<file path="src/rtl/instr_fetch_ctrl.sv">
// Instruction fetch sequencer: fills a one-entry, 4-byte instruction buffer from a
// byte-wide, variable-latency memory via a request/ack handshake, stalling the CPU on a miss.
module instr_fetch_ctrl #(
  parameter int unsigned MEM_ADDR_W = 10
) (
  input  logic                  CLK,
  input  logic                  RESET,
  input  logic [31:0]           PC,
  output logic [31:0]           INSTRUCTION,
  output logic                  BUSYWAIT,
  output logic                  MEM_READ,
  output logic [MEM_ADDR_W-1:0] MEM_ADDR,
  input  logic [7:0]            MEM_RDATA,
  input  logic                  MEM_ACK
);

  typedef enum logic {
    IDLE,
    FILL
  } state_t;

  state_t      state;
  logic        buf_valid;
  logic [31:0] buf_tag;
  logic [31:0] buf_data;
  logic [31:0] fill_addr;
  logic [1:0]  fill_idx;
  logic [23:0] sh_data;
  logic        hit;
  logic [1:0]  next_idx;

  assign hit         = buf_valid && (buf_tag == PC);
  assign BUSYWAIT    = !(hit && (state == IDLE));
  assign INSTRUCTION = buf_data;
  assign next_idx    = fill_idx + 2'd1;

  // Bytes 0..2 collect in a shadow register so the visible buffer only ever
  // changes as a whole word, on the edge that accepts the final byte.
  always_ff @(posedge CLK or posedge RESET) begin
    if (RESET) begin
      state     <= IDLE;
      buf_valid <= 1'b0;
      buf_tag   <= '0;
      buf_data  <= '0;
      fill_addr <= '0;
      fill_idx  <= '0;
      sh_data   <= '0;
      MEM_READ  <= 1'b0;
      MEM_ADDR  <= '0;
    end else begin
      case (state)
        IDLE: begin
          if (!hit) begin
            fill_addr <= PC;
            fill_idx  <= '0;
            MEM_READ  <= 1'b1;
            MEM_ADDR  <= PC[MEM_ADDR_W-1:0];
            state     <= FILL;
          end
        end
        FILL: begin
          if (MEM_ACK) begin
            if (fill_idx != 2'd3) begin
              sh_data[fill_idx*8 +: 8] <= MEM_RDATA;
              fill_idx <= next_idx;
              MEM_ADDR <= fill_addr[MEM_ADDR_W-1:0] + MEM_ADDR_W'(next_idx);
            end else begin
              buf_data  <= {MEM_RDATA, sh_data};
              buf_tag   <= fill_addr;
              buf_valid <= 1'b1;
              fill_idx  <= '0;
              MEM_READ  <= 1'b0;
              state     <= IDLE;
            end
          end
        end
        default: state <= IDLE;
      endcase
    end
  end

endmodule
</file>
<file path="config.mk">
export PLATFORM = sky130hd
export DESIGN_NAME = instr_fetch_ctrl
export DESIGN_NICKNAME = d
export VERILOG_FILES = /design/src/rtl/instr_fetch_ctrl.sv
export SDC_FILE = /design/constraint.sdc
export NUM_CORES = 1
export LEC_CHECK = 0
export CAP_MARGIN = 5
export CORE_UTILIZATION = 54
export DETAILED_ROUTE_END_ITERATION = 16
export PLACE_DENSITY_LB_ADDON = 0.15
export SYNTH_ARGS = -nofsm -noshare
export SYNTH_HDL_FRONTEND = slang
export SYNTH_SLANG_ARGS = --single-unit
</file>
<file path="constraint.sdc">
create_clock -name CLK -period 5.2 [get_ports CLK]
set_input_delay 0.52 -clock CLK [delete_from_list [all_inputs] [get_ports CLK]]
set_output_delay 0.52 -clock CLK [all_outputs]
set_load 0.03 [all_outputs]
</file>
Word-level counts from Yosys, hierarchy flattened
Cells that the tools add are included.
{ "word_totals": {"output_inout_bits": 44, "elab_cells": 49, "register_bits": 135, "inputBits": 43} }
{ "classes": {"shift": 2, "n_reduce_logical": 9, "eq_ne": 6, "mux": 17, "addsub": 3, "bitwise": 3} }
{ "op_table": {"columns": ["op", "count"], "rows": [
  ["$neg 5->34", 1],
  ["$shift 8x34->24 const A", 1],
  ["$shiftx 8x34->24", 1],
  ["$eq 32x32->1", 1],
  ["$mux 10", 3],
  ["$bwmux 24", 1],
  ["$pmux 10 s2", 1],
  ["$reduce_and 3->1", 4],
  ["$add 10x2->10", 1],
  ["$ne 2x2->1 const B", 4],
  ["$mux 1", 6],
  ["$mux 2", 3],
  ["$pmux 1 s2", 2],
  ["$pmux 2 s2", 1],
  ["$reduce_and 2->1", 2],
  ["$not 1->1", 3],
  ["$add 2x1->2 const B", 1],
  ["$logic_and 1x1->1", 2],
  ["$ne 2x1->1 const B", 1],
  ["$logic_not 1->1", 1]
]} }

Logic depth before layout (Yosys ltp)
{ "logic_depth": {"word_depth": 5, "depth_mapped": 9, "ltp_nobuf": 9} }

Worst setup path after synthesis
Ideal clock, no wire load.
{ "synth_timing": {"kind": "input-to-output", "startpoint": "in PC[8]", "endpoint": "out BUSYWAIT", "required_time_ns": 4.680, "arrival_ns": 1.662, "cell_stages": 5, "n_path_buf": 0, "path_slack_ns": 3.018, "path_cell_list": "xnor2_1 o2111ai_1 nor4_2 nand3_1 or2_2"} }
{ "synth_between": {"elab_chain_len": 4} }
{ "synth_lines": {"columns": ["element", "line", "rtl"], "rows": [
  ["from (decl)", "8", "input logic [31:0] PC,"],
  ["$eq 32x32->1", "32", "assign hit = buf_valid && (buf_tag == PC);"],
  ["$logic_and 1x1->1", "32", null],
  ["$logic_and 1x1->1", "33", "assign BUSYWAIT = !(hit && (state == IDLE));"],
  ["$logic_not 1->1", "33", null],
  ["to (decl)", "10", "output logic BUSYWAIT,"]
]} }
Every way passes these cells.

Final worst setup path
Same ends and word-level chain as after synthesis.

==> results.yml <==
status:
  status: "finished, final reports clean"
timing:
  setup-violations-final: 0
  drv_slew: 0
  tightest_slew_ns: 1.02
  min_period_ns: 3.65
  tns_ns: 0
  hold_violations: 0
  finClkSkew_ns: 0.00603
  relSlewSlack: 0.323
  fmax_ghz: 0.274
  rsz0062_at_grt: "false"
  holdWs_ns: 0.475
  post-route-period-util: 0.701
pwr:
  p_per_area_nw_per_um2: 636
  ir_drop_mv: 0.307
  seqPwrFrac: 0.394
  power_switching_w: 0.00158
  p_leak_nw: 3.16
  switching_share: 0.340
  clkPwrFrac: 0.243
  internal-power_w: 0.00308
  comb_power_share: 0.363
  fin_total_pwr_w: 0.00466
floorplan:
  die_h_um: 105
  core-area_um2: 10300
  die_w_um: 105
  dieArea_um2: 11100
  initial_core_util: 0.558
  rows: 37
  io_pins: 87
clocking:
  numCtsBuffers: 17
  clk_latency_ns: 0.52
  hold_buffers: 0
  cts_tree: "done"
  cts.path.max_buffers: 2
  post-cts-setup-buffer-count: 0
  cts.sinks: 135
  htree_levels: 4
  root_buffer: "clkbuf_8"
  cts_resized: 0
  clk_pin_slew_ns: 0.05
setup_path:
  worst_path_most_repeated_cell: "clkdlybuf4s50_1"
  timing.rr.start: "buf_tag[19]"
  endpoint_kind: "primary output"
  crit_fanout: 5
  startpoint: "PC[8]"
  crit_type: "in -> out"
  worstPathArrival_ns: 3.13
  crit_chain: "clkdlybuf4s50_1 > xnor2_1 > o2111ai_1 > nor4_2 > nand3_1 > or2_2 > clkdlybuf4s50_1"
  critPathTopFamily: "simple AND/OR/NAND/NOR gates"
  required_ns: 4.68
  crit_path_max_incr_delay_ns: 0.62
  cp_num_buf_inv: 2
  start_kind: "input pin"
  cpMaxStageDelayCell: "clkdlybuf4s50_1"
detailed_routing:
  num_vias: 3786
  vias_per_cell: 5.33
  drc: 0
  drtIter0Drc: 131
  drtPass1Iterations: 4
  finalWirelength_um: 11200
  wl_per_cell_um: 15.8
  antenna_left: 0
cells_and_area:
  fillers: 767
  final_cell_area_um2: 7320
  layout_common_cells: "dfrtp_1, clkdlybuf4s50_1, mux2_2"
  utilization: 0.709
  drive_gt1_frac: 0.209
  diodes: 0
  final_common_cell: "dfrtp_1"
  finalNetCount: 612
  area_delta_synth_final_pct: 27.0
grt:
  grt_remaining_overflow: 0
  grt_max_degree: 75
  grt_util_all_layers: 0.223
  grt_pass1_wl_um: 18900
  antenna_found_initial: 0
  grt_pass1_vias: 3884
yosys:
  syn_area_um2: 5770
  synthMuxAreaShare: 0.166
  synth_xor_xnor_area_share: 0.0592
  yosys.area_share.adder: 0.0187
  avgSynthCellArea_um2: 12.2
  synth-compound-area-share: 0.0610
  synth_top_family_by_area: "multiplexers"
  syn-num-nets: 522
  yosysUniqueCellTypes: 33
  synth_cells: 471
  synthSimpleGateAreaFrac: 0.0842
  ys_warn_count: 0
  seq_area_frac_synth: 0.586
  ys_ff_latch: 135
run:
  maxCapViolations: 0
placed_design:
  port_buffers: 86
  placed_cell_area_um2: 6760
  gp_congestion: 0.816
  place_hpwl_um: 7500
min_path:
  min-delay-start: "buf_valid"
  hold_class: "reg -> reg"
sequential cells by signal (all words and copies together) (netlist names):
signal       cells
state            1
MEM_READ         1
MEM_ADDR        10
sh_data         24
fill_addr       32
fill_idx         2
buf_valid        1
INSTRUCTION     32
buf_tag         32
per-layer routing:
layer	share of wire	vias up	GRT usage
met5	0	-	0
met4	0.0098	0	0.0714
met3	0.041	8	0.0656
met2	0.52	72	0.383
met1	0.43	1915	0.272
li1	-	1791	-
cells by family after synthesis:
group	count (synthesis)
DFF	135
and+or+nand+nor	108
muxes	84
AOI/OAI and AO/OA	63
xor gates and xnor gates	39
buffers and inverters	34
adders and majority gates	8
final cells by class:
cell class / instances / area (µm²) / area share
Timing Repair Buffer: 89 / 883 / 0.121
Sequential cell: 135 / 3380 / 0.461
Inverter: 16 / 62.6 / 0.00854
Tap cell: 136 / 170 / 0.0232
Clock buffer: 24 / 470 / 0.0642
Clock inverter: 8 / 96.3 / 0.0132
Multi-Input combinational cell: 302 / 2260 / 0.309
worst paths after layout:
check,end,slack [ns],cells after the start
setup / recovery,BUSYWAIT,1.55,7
hold / removal,buf_valid,0.48,1
setup reg to reg,MEM_ADDR[7],2.72,7
hold reg to reg,buf_valid,0.48,1
max in group asynchronous,sh_data[16],3.64,3
min in group asynchronous,sh_data[17],0.58,2
cell usage after synthesis:
| library cell | instances | area share |
|---|---|---|
| a31oi_1 | 2 | 0.0022 |
| a22oi_1 | 1 | 0.0013 |
| o21ai_0 | 47 | 0.041 |
| o32a_1 | 1 | 0.0017 |
| xnor2_1 | 33 | 0.050 |
| mux2i_1 | 2 | 0.0035 |
| nor3_1 | 1 | 0.00087 |
| fa_1 | 1 | 0.0035 |
| xor2_1 | 6 | 0.0091 |
| a21oi_1 | 5 | 0.0043 |
| and4_1 | 1 | 0.0015 |
| nand2b_1 | 2 | 0.0022 |
| nand3_1 | 7 | 0.0061 |
| mux2_2 | 79 | 0.15 |
| a31oi_2 | 1 | 0.0022 |
| nand2_1 | 72 | 0.047 |
| o311ai_0 | 2 | 0.0030 |
| a21o_1 | 2 | 0.0026 |
| nor2_1 | 8 | 0.0052 |
| o2111ai_1 | 1 | 0.0015 |
| nor4_2 | 2 | 0.0043 |
| nor3b_1 | 4 | 0.0052 |
| ha_1 | 7 | 0.015 |
| buf_4 | 1 | 0.0013 |
| clkbuf_1 | 15 | 0.0098 |
| buf_6 | 2 | 0.0039 |
| nand4_1 | 8 | 0.0087 |
| dfrtp_1 | 135 | 0.59 |
| mux2_4 | 3 | 0.0078 |
| inv_1 | 16 | 0.010 |
| o31ai_1 | 1 | 0.0013 |
| or2_2 | 2 | 0.0022 |
| and2_1 | 1 | 0.0011 |
metrics by stage:
stage,cells,setup slack [ns]
after CTS,710,1.52
after global placement,678,1.57
after detailed placement,678,1.52
after floorplan,471,1.07
final,710,1.55
after global routing,710,1.40
power by group through the flow:
stage,clock (W),sequential [W],combinational (W)
2_1_floorplan,0,0.00206,0.000904
3_3_place_gp,0,0.00182,0.00166
3_5_place_dp,0,0.00185,0.00170
4_1_cts,0.00115,0.00184,0.00171
5_1_grt,0.00120,0.00190,0.00185
6_report,0.00113,0.00184,0.00169
Power figures use the tool's default switching activity.
